### src/rtl/tick_timer.sv
// Stopwatch timebase: divides clk by a runtime-loadable period, emits a one-cycle
// tick per period, supports pause/resume, clear, one-shot mode and counts ticks.
module tick_timer #(
    parameter int unsigned WIDTH          = 23,
    parameter int unsigned DEFAULT_PERIOD = 5000000,
    parameter int unsigned TICK_COUNT_W   = 16
) (
    input  logic                    clk,
    input  logic                    reset,
    input  logic                    start,
    input  logic                    stop,
    input  logic                    clear,
    input  logic                    mode,
    input  logic                    load_period,
    input  logic [WIDTH-1:0]        period_in,
    output logic [WIDTH-1:0]        count,
    output logic                    tick,
    output logic [TICK_COUNT_W-1:0] tick_count,
    output logic                    running,
    output logic                    done
);

    typedef enum logic [1:0] {
        IDLE   = 2'd0,
        RUN    = 2'd1,
        PAUSED = 2'd2,
        DONE   = 2'd3
    } state_t;

    state_t                  state_reg, state_next;
    logic [WIDTH-1:0]        count_reg, count_next;
    logic                    tick_reg, tick_next;
    logic [TICK_COUNT_W-1:0] tick_count_reg, tick_count_next;
    logic [WIDTH-1:0]        period_reg, period_next;
    logic [WIDTH-1:0]        period_eff;
    logic                    terminal;

    always_ff @(posedge clk) begin
        if (reset) begin
            state_reg      <= IDLE;
            count_reg      <= '0;
            tick_reg       <= 1'b0;
            tick_count_reg <= '0;
            period_reg     <= WIDTH'(DEFAULT_PERIOD);
        end else begin
            state_reg      <= state_next;
            count_reg      <= count_next;
            tick_reg       <= tick_next;
            tick_count_reg <= tick_count_next;
            period_reg     <= period_next;
        end
    end

    // A zero period is treated as one; >= catches a count left above a shortened period.
    always_comb begin
        period_eff = (period_reg == '0) ? WIDTH'(1) : period_reg;
        terminal   = (count_reg >= (period_eff - WIDTH'(1)));
    end

    always_comb begin
        state_next      = state_reg;
        count_next      = count_reg;
        tick_next       = 1'b0;
        tick_count_next = tick_count_reg;
        period_next     = period_reg;

        if (clear) begin
            state_next      = IDLE;
            count_next      = '0;
            tick_count_next = '0;
        end else begin
            case (state_reg)
                IDLE: begin
                    count_next = '0;
                    if (start)
                        state_next = RUN;
                    if (load_period)
                        period_next = period_in;
                end
                RUN: begin
                    if (stop) begin
                        state_next = PAUSED;
                    end else if (terminal) begin
                        count_next      = '0;
                        tick_next       = 1'b1;
                        tick_count_next = tick_count_reg + TICK_COUNT_W'(1);
                        if (mode)
                            state_next = DONE;
                    end else begin
                        count_next = count_reg + WIDTH'(1);
                    end
                end
                PAUSED: begin
                    if (start)
                        state_next = RUN;
                    if (load_period)
                        period_next = period_in;
                end
                DONE: begin
                    count_next = '0;
                    if (start)
                        state_next = RUN;
                    if (load_period)
                        period_next = period_in;
                end
                default: begin
                    state_next = IDLE;
                    count_next = '0;
                end
            endcase
        end
    end

    assign count      = count_reg;
    assign tick       = tick_reg;
    assign tick_count = tick_count_reg;
    assign running    = (state_reg == RUN);
    assign done       = (state_reg == DONE);

endmodule

### config.mk
export PLATFORM = sky130hd
export DESIGN_NAME = tick_timer
export DESIGN_NICKNAME = d
export VERILOG_FILES = /design/src/rtl/tick_timer.sv
export SDC_FILE = /design/constraint.sdc
export NUM_CORES = 1
export LEC_CHECK = 0
export CAP_MARGIN = 0
export CORE_MARGIN = 2
export CORE_UTILIZATION = 53
export DETAILED_ROUTE_END_ITERATION = 10
export PLACE_DENSITY = 0.83
export SLEW_MARGIN = 5
export SYNTH_ARGS = -nofsm -noshare
export SYNTH_HDL_FRONTEND = slang
export SYNTH_SLANG_ARGS = --single-unit
### constraint.sdc
create_clock -name clk -period 5.5 [get_ports clk]
set_input_delay 0.55 -clock clk [delete_from_list [all_inputs] [get_ports clk]]
set_output_delay 0.55 -clock clk [all_outputs]
set_load 0.02 [all_outputs]
Word-level counts from Yosys, hierarchy flattened
Index checks and enable logic that the tools add are counted.
W data, S select, Z words.
{"block": "totals", "reg_bits": 65, "inputBits": 30, "output_inout_bits": 42, "wordCells": 40}
{"block": "op_classes", "n_addsub": 3, "magnitude_cmp": 1, "n_eq_ne": 7, "n_mux": 10, "n_bitwise": 3, "reduce_logical": 11}
{"op": "$mux W23", "n": 3}
{"op": "$pmux W23 S2", "n": 1}
{"op": "$add A23 B1 Y23 const B", "n": 1}
{"op": "$ge A23 B23 Y1", "n": 1}
{"op": "$logic_not A23 Y1", "n": 1}
{"op": "$sub A23 B1 Y23 const B", "n": 1}
{"op": "$add A16 B1 Y16 const B", "n": 1}
{"op": "$reduce_and A3 Y1", "n": 3}
{"op": "$mux W2", "n": 4}
{"op": "$eq A2 B2 Y1 const B", "n": 2}
{"op": "$pmux W2 S2", "n": 1}
{"op": "$reduce_or A2 Y1", "n": 2}
{"op": "$reduce_or A4 Y1", "n": 1}
{"op": "$ne A3 B2 Y1 const B", "n": 1}
{"op": "$ne A3 B3 Y1 const B", "n": 1}
{"op": "$not A1 Y1", "n": 3}
{"op": "$reduce_or A3 Y1", "n": 1}
{"op": "$eq A2 B1 Y1 const B", "n": 1}
{"op": "$logic_not A2 Y1", "n": 1}
{"op": "$ne A2 B1 Y1 const B", "n": 1}
{"op": "$ne A2 B2 Y1 const B", "n": 1}
{"op": "$reduce_and A2 Y1", "n": 1}
{"op": "$reduce_bool A2 Y1", "n": 1}
{"op": "$mux W1", "n": 1}

Logic depth before layout (Yosys ltp)
Gate-level depths: netlist (run 1).
{"block": "logic_depth", "depth_word": 7, "mapped_depth": 20}

Worst setup path after synthesis (run 1)
No wires, ideal clock.
{"block": "synth_timing", "path_kind": "register to register", "from": "register period_reg[2]", "to": "register tick_count_reg[8], in the netlist tick_count[8]", "setup_ps": 72, "arrival_ps": 4446, "path_slack_ps": 982, "path_stages_with_launch": 19, "n_path_buf": 0, "synth_period_minus_slack_ps": 4518, "cell_sequence": "dfxtp_1 nor3_1 and3_1 nand4_1 nor2b_1 ha_1 nor3b_2 nand2_1 or4b_4 nor4_4 nand3b_1 xor2_1 ha_1 nand4_2 nor4_2 nor4b_4 a21oi_2 a2111oi_2 mux2i_1"}
{"block": "synth_between", "elab_chain_cells": 5}
{"item": "start, declared", "line": "34", "source": "logic [WIDTH-1:0] period_reg, period_next;"}
{"item": "start signal, assigned", "line": "44", "source": "period_reg <= WIDTH'(DEFAULT_PERIOD);"}
{"item": "start signal, assigned", "line": "50", "source": "period_reg <= period_next;"}
{"item": "$logic_not A23 Y1", "line": "56", "source": "period_eff = (period_reg == '0) ? WIDTH'(1) : period_reg;"}
{"item": "$mux W23 (*)", "line": "56"}
{"item": "$sub A23 B1 Y23 (*)", "line": "57", "source": "terminal = (count_reg >= (period_eff - WIDTH'(1)));"}
{"item": "$ge A23 B23 Y1 (*)", "line": "57"}
{"item": "$reduce_and A3 Y1 (no source line) (*)"}
{"item": "end signal, assigned", "line": "49", "source": "tick_count_reg <= tick_count_next;"}
{"item": "end, declared", "line": "33", "source": "logic [TICK_COUNT_W-1:0] tick_count_reg, tick_count_next;"}
Every way passes the cells marked *; elsewhere a longest branch is shown, timed or not.
A chain may end at the register's enable or synchronous reset.

Final worst setup path (run 1)
{"block": "layout_timing", "from": "register period_reg[2]", "to": "register tick_count_reg[15], in the netlist tick_count[15]"}
The elaborated chain is that of the path after synthesis.

==> results by group, run 1 <==
STA
  • Total Neg Setup Slack: 0 ns
  • Hold slack: 0.476 ns
  • Hold violation count in the final report: 0
  • Final Cycle Share: 0.930
  • Worst relative slew slack: 0.509
  • RSZ-0062 raised after global routing: false
  • Total count of max-transition violations in the final report: 0
  • Measured slew at the worst slew-check pin: 0.734 ns
  • Final critical path time including I/O delays and setup: 5.11 ns
  • Total setup violations reported at the end of the flow: 0
  • Final setup skew: 0.00662 ns
  • Achievable frequency: 196 MHz

Synth
  • Post-synthesis cell area: 0.00408 sq mm
  • Ys async rst share: 0
  • Commonest cells post-synth: 109 x sky130_fd_sc_hd__nand2_1, 65 x sky130_fd_sc_hd__dfxtp_1, 34 x sky130_fd_sc_hd__a21oi_1
  • Area fraction of the dominant cell type after synthesis: 0.319
  • Unique masters post-synth: 52
  • Most common flop cell mapped by yosys: sky130_fd_sc_hd__dfxtp_1
  • Number of flops mapped to enable cells by yosys: 0
  • Most common cell in the synthesized netlist: sky130_fd_sc_hd__nand2_1
  • Synthesized netlist cell count: 501
  • Mean instance size in the synthesized netlist: 8.14 sq um
  • Nets in the synthesized netlist: 559
  • Top cell type by total area after synthesis: sky130_fd_sc_hd__dfxtp_1
  • Count of yosys warnings during synthesis: 0
  • Flop and latch count out of synthesis: 65
  • Sequential area share after synthesis: 0.319
  • Top post-synthesis cells by area: sky130_fd_sc_hd__dfxtp_1 32%, sky130_fd_sc_hd__nand2_1 10%, sky130_fd_sc_hd__ha_1 8.6%, sky130_fd_sc_hd__a21oi_1 4.2%, sky130_fd_sc_hd__mux2i_1 3.9%

Min path
  • Worst Hold Endpoint: tick_count[15]
  • Worst Hold Class: flop to flop
  • Startpoint of the worst hold path: tick_count[15]
  • Worst hold stages: 2

Worst setup path
  • Endpoint kind of the worst setup timing path: flop
  • Critical path's top delay family: simple AND/OR/NAND/NOR gates
  • Slowest cell on crit path: sky130_fd_sc_hd__or4b_4
  • Largest driver fanout on the critical path: 17
  • Setup slack, reg-to-reg: 0.39 ns
  • Required time at the endpoint of the critical path: 5.77 ns
  • Kind of start point of the critical path: flop
  • Critical Path, Cell by Cell: nor3_1, and3_1, nand4_1, nor2b_2, ha_1, nor3b_2, nand2_1, or4b_4, nor4_4, nand3b_1, xor2_1, ha_1, nand4_2, nor4_2, nor4b_4, a21oi_4, buf_4, a211oi_2, mux2i_1
  • Start of the worst register-to-register path: period_reg[2]
  • Worst path buffer plus inverter count: 1
  • Destination of the worst register-to-register timing path: tick_count[15]
  • Logic depth of the worst register-to-register path: 19
  • Critical Setup Path Class: flop to flop
  • Delay of the slowest critical-path stage: 0.56 ns
  • Worst path arrival time: 5.39 ns
  • Most common cell on crit path: sky130_fd_sc_hd__ha_1

Route
  • Detailed-route vias per instance: 5.94
  • Routed length on met2: 4.87 mm
  • Number of nets with antenna violations after routing: 0
  • Highest metal used: met4
  • Average wire length per cell after detail routing: 15.3 um
  • Number of vias in the routed layout: 3988
  • Number of DRC markers in iteration 0: 212
  • Met1 Wirelength: 4.70 mm
  • Total Routed Length: 10.3 mm
  • 1st-pass router iterations: 5
  • Met3 wire length: 554 um
  • Drt drc: 0

Clock tree
  • Clock latency reported for the late side of the worst-skew pair: 0.35 ns
  • Total number of H-tree levels: 3
  • CTS clk-pin slew, worst paths: 0.07 ns
  • TritonCTS clock tree: built
  • CTS Buf Count: 9
  • Worst-case clock buffer depth: 2
  • Number of clock sinks: 65
  • Clk Tree Root Cell: sky130_fd_sc_hd__clkbuf_8

GRT
  • Wire length of the first global-routing pass: 17.2 mm
  • Number of antenna violations at the first check in global routing: 0
  • Sum of overflow across all layers after global routing: 0
  • Vias in the first global route: 3788
  • GRT Resource Usage Total: 0.246
  • Maximum number of pins on one net before global-route repair: 40

Finish
  • Post-layout utilization of the core: 0.688
  • Share of final-layout standard cells stronger than drive strength 1: 0.0787
  • Total inserted antenna cells: 0
  • Net count of the finished layout: 625
  • Final standard cell count with taps included and fillers excluded: 671
  • Area delta synth->final: 24.3%

Floorplan
  • Vertical extent of the die: 91.7 um
  • Initial cell density of the core: 0.554
  • Number of standard-cell rows in the floorplan: 31
  • Die outline width: 91.7 um
  • Core area: 0.00737 sq mm
  • Die area: 0.00842 sq mm
  • # IOs: 72

Placement
  • Number of placed cells counting well taps: 655
  • Count of input and output buffers: 71
  • Half-perimeter wire length after detailed placement: 7.48 mm
  • Routability congestion estimate from global placement: 0.877

Power and ir drop
  • Pwr per Cell Area: 206 mW/mm^2
  • Post-layout power: 0.00104 W
  • Maximum ir drop on the vdd rail: 0.141 mV
  • Static Leakage: 1.84 nW

Flow run
  • Max-capacitance violation count: 0

Outcome
  • Result of the run: complete, no violations
logic make-up (layout without fill, tap and decap cells):
logic type | Yosys count | after routing | share of synthesized area
compound gates | 98 | 98 | 0.168
xor+xnor | 20 | 20 | 0.0429
fa+ha+maj | 28 | 28 | 0.0859
buf+inv | 30 | 101 | 0.0350
flops | 65 | 65 | 0.319
mux | 17 | 17 | 0.0420
simple gates | 243 | 243 | 0.307
area by class of cell:
class,count,area [sq um]
timing repair buffer,77,756
clock buffer,12,165
multi-input combinational,406,2650
inverter,8,30.0
fill,598,2300
clock inverter,4,50.0
tap,99,124
sequential,65,1300
where the power goes:
group | total (W) | leakage, nW | internal, W | switching (W)
logic | 0.000113 | 1.21 | 0.0000528 | 0.0000602
clock network | 0.000436 | 0.105 | 0.000246 | 0.000191
registers | 0.000495 | 0.527 | 0.000481 | 0.0000149
metal layers:
layer | vias to the layer above | global-route usage
li1 | 1949 | -
met1 | 1882 | 0.325
met2 | 145 | 0.414
met3 | 12 | 0.0304
met4 | 0 | 0.0883
met5 | - | 0
per-stage QoR:
step                area (sq um)  setup WS (ns)
floorplan                   4080          0.982
global placement            4850          0.515
detailed placement          4850          0.275
CTS                         5060          0.250
global route                5070         0.0313
finish                      5070          0.387
tightest hold or removal path, cell delays in order (launching register included):
cell and delay [ns]:
sky130_fd_sc_hd__dfxtp_1 0.32, sky130_fd_sc_hd__nand2_1 0.05, sky130_fd_sc_hd__mux2i_1 0.05
placed cells by master (no fill, tap or decap), types with 9 or more instances in the layout:
master                              n
sky130_fd_sc_hd__nand3b_1          10
sky130_fd_sc_hd__and2_1            10
sky130_fd_sc_hd__nor2_1            26
sky130_fd_sc_hd__mux2i_1           16
sky130_fd_sc_hd__o21ai_0            9
sky130_fd_sc_hd__clkdlybuf4s50_1   71
sky130_fd_sc_hd__nand4_1           14
sky130_fd_sc_hd__or3_1             14
sky130_fd_sc_hd__xnor2_1           12
sky130_fd_sc_hd__nand2_1          109
sky130_fd_sc_hd__nand3_1           22
sky130_fd_sc_hd__a21oi_1           34
sky130_fd_sc_hd__clkbuf_8          12
sky130_fd_sc_hd__ha_1              28
sky130_fd_sc_hd__dfxtp_1           65
sky130_fd_sc_hd__a31oi_1           21
repair_timing:
item | CTS | global route
setup buffers | 0 | 0
resized for setup | 0 | 2
hold buffers | 0 | 0
setup endpoints to repair | 0 | 13
worst max-delay path by stage:
stage,from,to,depth (start not counted)
4_1_cts,period_reg[2],tick_count[14],19
6_report,period_reg[2],tick_count[15],19
3_3_place_gp,period_reg[2],tick_count[15],19
3_5_place_dp,period_reg[2],tick_count[14],19
2_1_floorplan,period_reg[2],tick_count[8],18
5_1_grt,period_reg[2],tick_count[7],19
(Power assumes the default switching activity.)
==> run 2, diff against run 1 <==
--- a/config.mk
+++ b/config.mk
@@ -7,9 +7,10 @@
 export LEC_CHECK = 0
 export CAP_MARGIN = 0
 export CORE_MARGIN = 2
-export CORE_UTILIZATION = 53
+export CORE_UTILIZATION = 25
+export CTS_BUF_LIST = sky130_fd_sc_hd__clkbuf_8
 export DETAILED_ROUTE_END_ITERATION = 10
-export PLACE_DENSITY = 0.83
+export PLACE_DENSITY = 0.47
 export SLEW_MARGIN = 5
 export SYNTH_ARGS = -nofsm -noshare
 export SYNTH_HDL_FRONTEND = slang
==> results by group, run 2 (same netlist as run 1, synthesis figures left out) <==
STA
  • Measured slew at the worst slew-check pin: 0.772 ns (was 0.734 ns)
  • Worst relative slew slack: 0.481 (was 0.509)
  • RSZ-0062 raised after global routing: false (unchanged)
  • Final Cycle Share: 0.897 (was 0.930)
  • Total Neg Setup Slack: 0 ns (unchanged)
  • Total count of max-transition violations in the final report: 0 (unchanged)
  • Achievable frequency: 203 MHz (was 196 MHz)
  • Hold violation count in the final report: 0 (unchanged)
  • Final setup skew: 0.00886 ns (was 0.00662 ns)
  • Total setup violations reported at the end of the flow: 0 (unchanged)
  • Final critical path time including I/O delays and setup: 4.94 ns (was 5.11 ns)

Finish
  • Final standard cell count with taps included and fillers excluded: 791 (was 671)
  • Total inserted antenna cells: 0 (unchanged)
  • Post-layout utilization of the core: 0.327 (was 0.688)
  • Most common cell after layout, fill and taps aside: sky130_fd_sc_hd__nand2_1 (unchanged)
  • Commonest cells after routing, fill and taps aside: 109 x sky130_fd_sc_hd__nand2_1, 71 x sky130_fd_sc_hd__clkdlybuf4s50_1, 65 x sky130_fd_sc_hd__dfxtp_1 (unchanged)
  • Final-layout fill cell count: 1674 (was 598)
  • Share of final-layout standard cells stronger than drive strength 1: 0.0817 (was 0.0787)
  • Net count of the finished layout: 628 (was 625)
  • Area delta synth->final: 27.7% (was 24.3%)
  • Layout Cell Area excl Fill: 0.00521 sq mm (was 0.00507 sq mm)

Worst setup path
  • Start of the worst register-to-register path: period_reg[2] (unchanged)
  • Endpoint kind of the worst setup timing path: flop (unchanged)
  • Kind of start point of the critical path: flop (unchanged)
  • Critical path capture point: tick_count[11] (was tick_count[15])
  • Setup slack, reg-to-reg: 0.56 ns (was 0.39 ns)
  • Logic depth of the worst register-to-register path: 19 (unchanged)
  • Critical Setup Path Class: flop to flop (unchanged)
  • Destination of the worst register-to-register timing path: tick_count[11] (was tick_count[15])
  • Worst path arrival time: 5.21 ns (was 5.39 ns)
  • Largest driver fanout on the critical path: 11 (was 17)
  • Startpoint of the worst setup timing path: period_reg[2] (unchanged)
  • Required time at the endpoint of the critical path: 5.78 ns (was 5.77 ns)

Flow run
  • Max-capacitance violation count: 0 (unchanged)

GRT
  • Wire length of the first global-routing pass: 18.6 mm (was 17.2 mm)
  • Number of antenna violations at the first check in global routing: 0 (unchanged)
  • Sum of overflow across all layers after global routing: 0 (unchanged)
  • Maximum number of pins on one net before global-route repair: 40 (unchanged)
  • Vias in the first global route: 3636 (was 3788)
  • GRT Resource Usage Total: 0.131 (was 0.246)

Min path
  • Worst Hold Class: flop to flop (unchanged)
  • Startpoint of the worst hold path: tick_count[15] (unchanged)

Power and ir drop
  • Post-layout power: 0.00101 W (was 0.00104 W)
  • Static Leakage: 1.85 nW (was 1.84 nW)
  • Pwr per Cell Area: 194 mW/mm^2 (was 206 mW/mm^2)
  • Maximum ir drop on the vdd rail: 0.0879 mV (was 0.141 mV)

Floorplan
  • Vertical extent of the die: 132 um (was 91.7 um)
  • # IOs: 72 (unchanged)
  • Die outline width: 132 um (was 91.7 um)
  • Core area: 0.0159 sq mm (was 0.00737 sq mm)
  • Initial cell density of the core: 0.256 (was 0.554)
  • Die area: 0.0174 sq mm (was 0.00842 sq mm)
  • Number of standard-cell rows in the floorplan: 46 (was 31)

Clock tree
  • TritonCTS clock tree: built (unchanged)
  • Post-CTS Hold Buffers: 0 (unchanged)
  • Clk Tree Root Cell: sky130_fd_sc_hd__clkbuf_8 (unchanged)
  • Total number of H-tree levels: 3 (unchanged)
  • CTS Buf Count: 9 (unchanged)
  • Post CTS Setup Buffer Count: 0 (unchanged)
  • CTS clk-pin slew, worst paths: 0.08 ns (was 0.07 ns)
  • Number of clock sinks: 65 (unchanged)
  • Clock latency reported for the late side of the worst-skew pair: 0.35 ns (about the same)
  • Worst-case clock buffer depth: 2 (unchanged)
  • Cts repair resizes: 0 (unchanged)

Placement
  • Half-perimeter wire length after detailed placement: 8.34 mm (was 7.48 mm)
  • Count of input and output buffers: 71 (unchanged)
  • Number of placed cells counting well taps: 775 (was 655)
  • DP Area: 0.00502 sq mm (was 0.00485 sq mm)
  • Routability congestion estimate from global placement: 0.813 (was 0.877)

Route
  • Drt drc: 0 (unchanged)
  • Number of DRC markers in iteration 0: 218 (was 212)
  • Number of vias in the routed layout: 3785 (was 3988)
  • Number of nets with antenna violations after routing: 0 (unchanged)
  • Average wire length per cell after detail routing: 14.1 um (was 15.3 um)
  • 1st-pass router iterations: 4 (was 5)
  • Detailed-route vias per instance: 4.79 (was 5.94)
  • Total Routed Length: 11.1 mm (was 10.3 mm)

Outcome
  • Result of the run: complete, no violations (unchanged)
-- run 2: cell types whose count changed in the layout (fill, tap and decap cells not counted), sizes merged --
cell / before / now
bufinv: 1 / 0
clkinvlp: 2 / 0
buf: 6 / 9
clkbuf: 12 / 13
clkinv: 1 / 2
inv: 8 / 9
-- run 2: where the power goes --
part           total (W)  switching (W)  internal (W)  leakage [nW]
clock network   0.000402       0.000192      0.000210         0.107
logic           0.000113      0.0000601     0.0000529          1.22
registers       0.000495      0.0000140      0.000481         0.527
-- run 2: per-stage QoR --
step / setup WS, ns / hold slack [ns]
floorplan: 0.982 / 0.450
global placement: 0.713 / 0.459
detailed placement: 0.573 / 0.471
CTS: 0.548 / 0.482
global route: 0.199 / 0.510
finish: 0.565 / 0.476
-- run 2: how the worst min path moves through the flow --
stage,end,cells past startpoint
3_3_place_gp,tick_count[15],2
2_1_floorplan,period_reg[0],2
3_5_place_dp,tick_count[15],2
6_report,tick_count[15],2
4_1_cts,tick_count[15],2
5_1_grt,tick_count[15],2
-- run 2: routing by layer --
metal  share of wire  global-route usage  routed length, um
met1            0.52               0.183               5790
met2            0.43               0.200               4760
met3           0.035              0.0231                386
met4           0.019              0.0537                209
met5               0                   0                  0
-- run 2: worst max-delay path: stages (launching register included) --
cell and delay, ns:
sky130_fd_sc_hd__dfxtp_1 0.43, sky130_fd_sc_hd__nor3_1 0.12, sky130_fd_sc_hd__and3_1 0.19, sky130_fd_sc_hd__nand4_1 0.10
sky130_fd_sc_hd__nor2b_1 0.18, sky130_fd_sc_hd__ha_1 0.19, sky130_fd_sc_hd__nor3b_2 0.26, sky130_fd_sc_hd__nand2_1 0.14
sky130_fd_sc_hd__or4b_4 0.55, sky130_fd_sc_hd__nor4_4 0.27, sky130_fd_sc_hd__nand3b_1 0.14, sky130_fd_sc_hd__xor2_1 0.16
sky130_fd_sc_hd__ha_1 0.30, sky130_fd_sc_hd__nand4_2 0.16, sky130_fd_sc_hd__nor4_2 0.35, sky130_fd_sc_hd__nor4b_4 0.37
sky130_fd_sc_hd__a21oi_2 0.25, sky130_fd_sc_hd__buf_4 0.24, sky130_fd_sc_hd__a211oi_2 0.24, sky130_fd_sc_hd__mux2i_1 0.22
-- run 2: cell type report --
type | count | area (sq um) | area share
inverters | 8 | 30.0 | 0.00576
repair buffers | 80 | 778 | 0.149
well taps | 216 | 270 | 0.0519
multi-input cells | 406 | 2640 | 0.506
clock buffers | 13 | 179 | 0.0343
clock inverters | 3 | 13.8 | 0.00264
flip-flops and latches | 65 | 1300 | 0.250
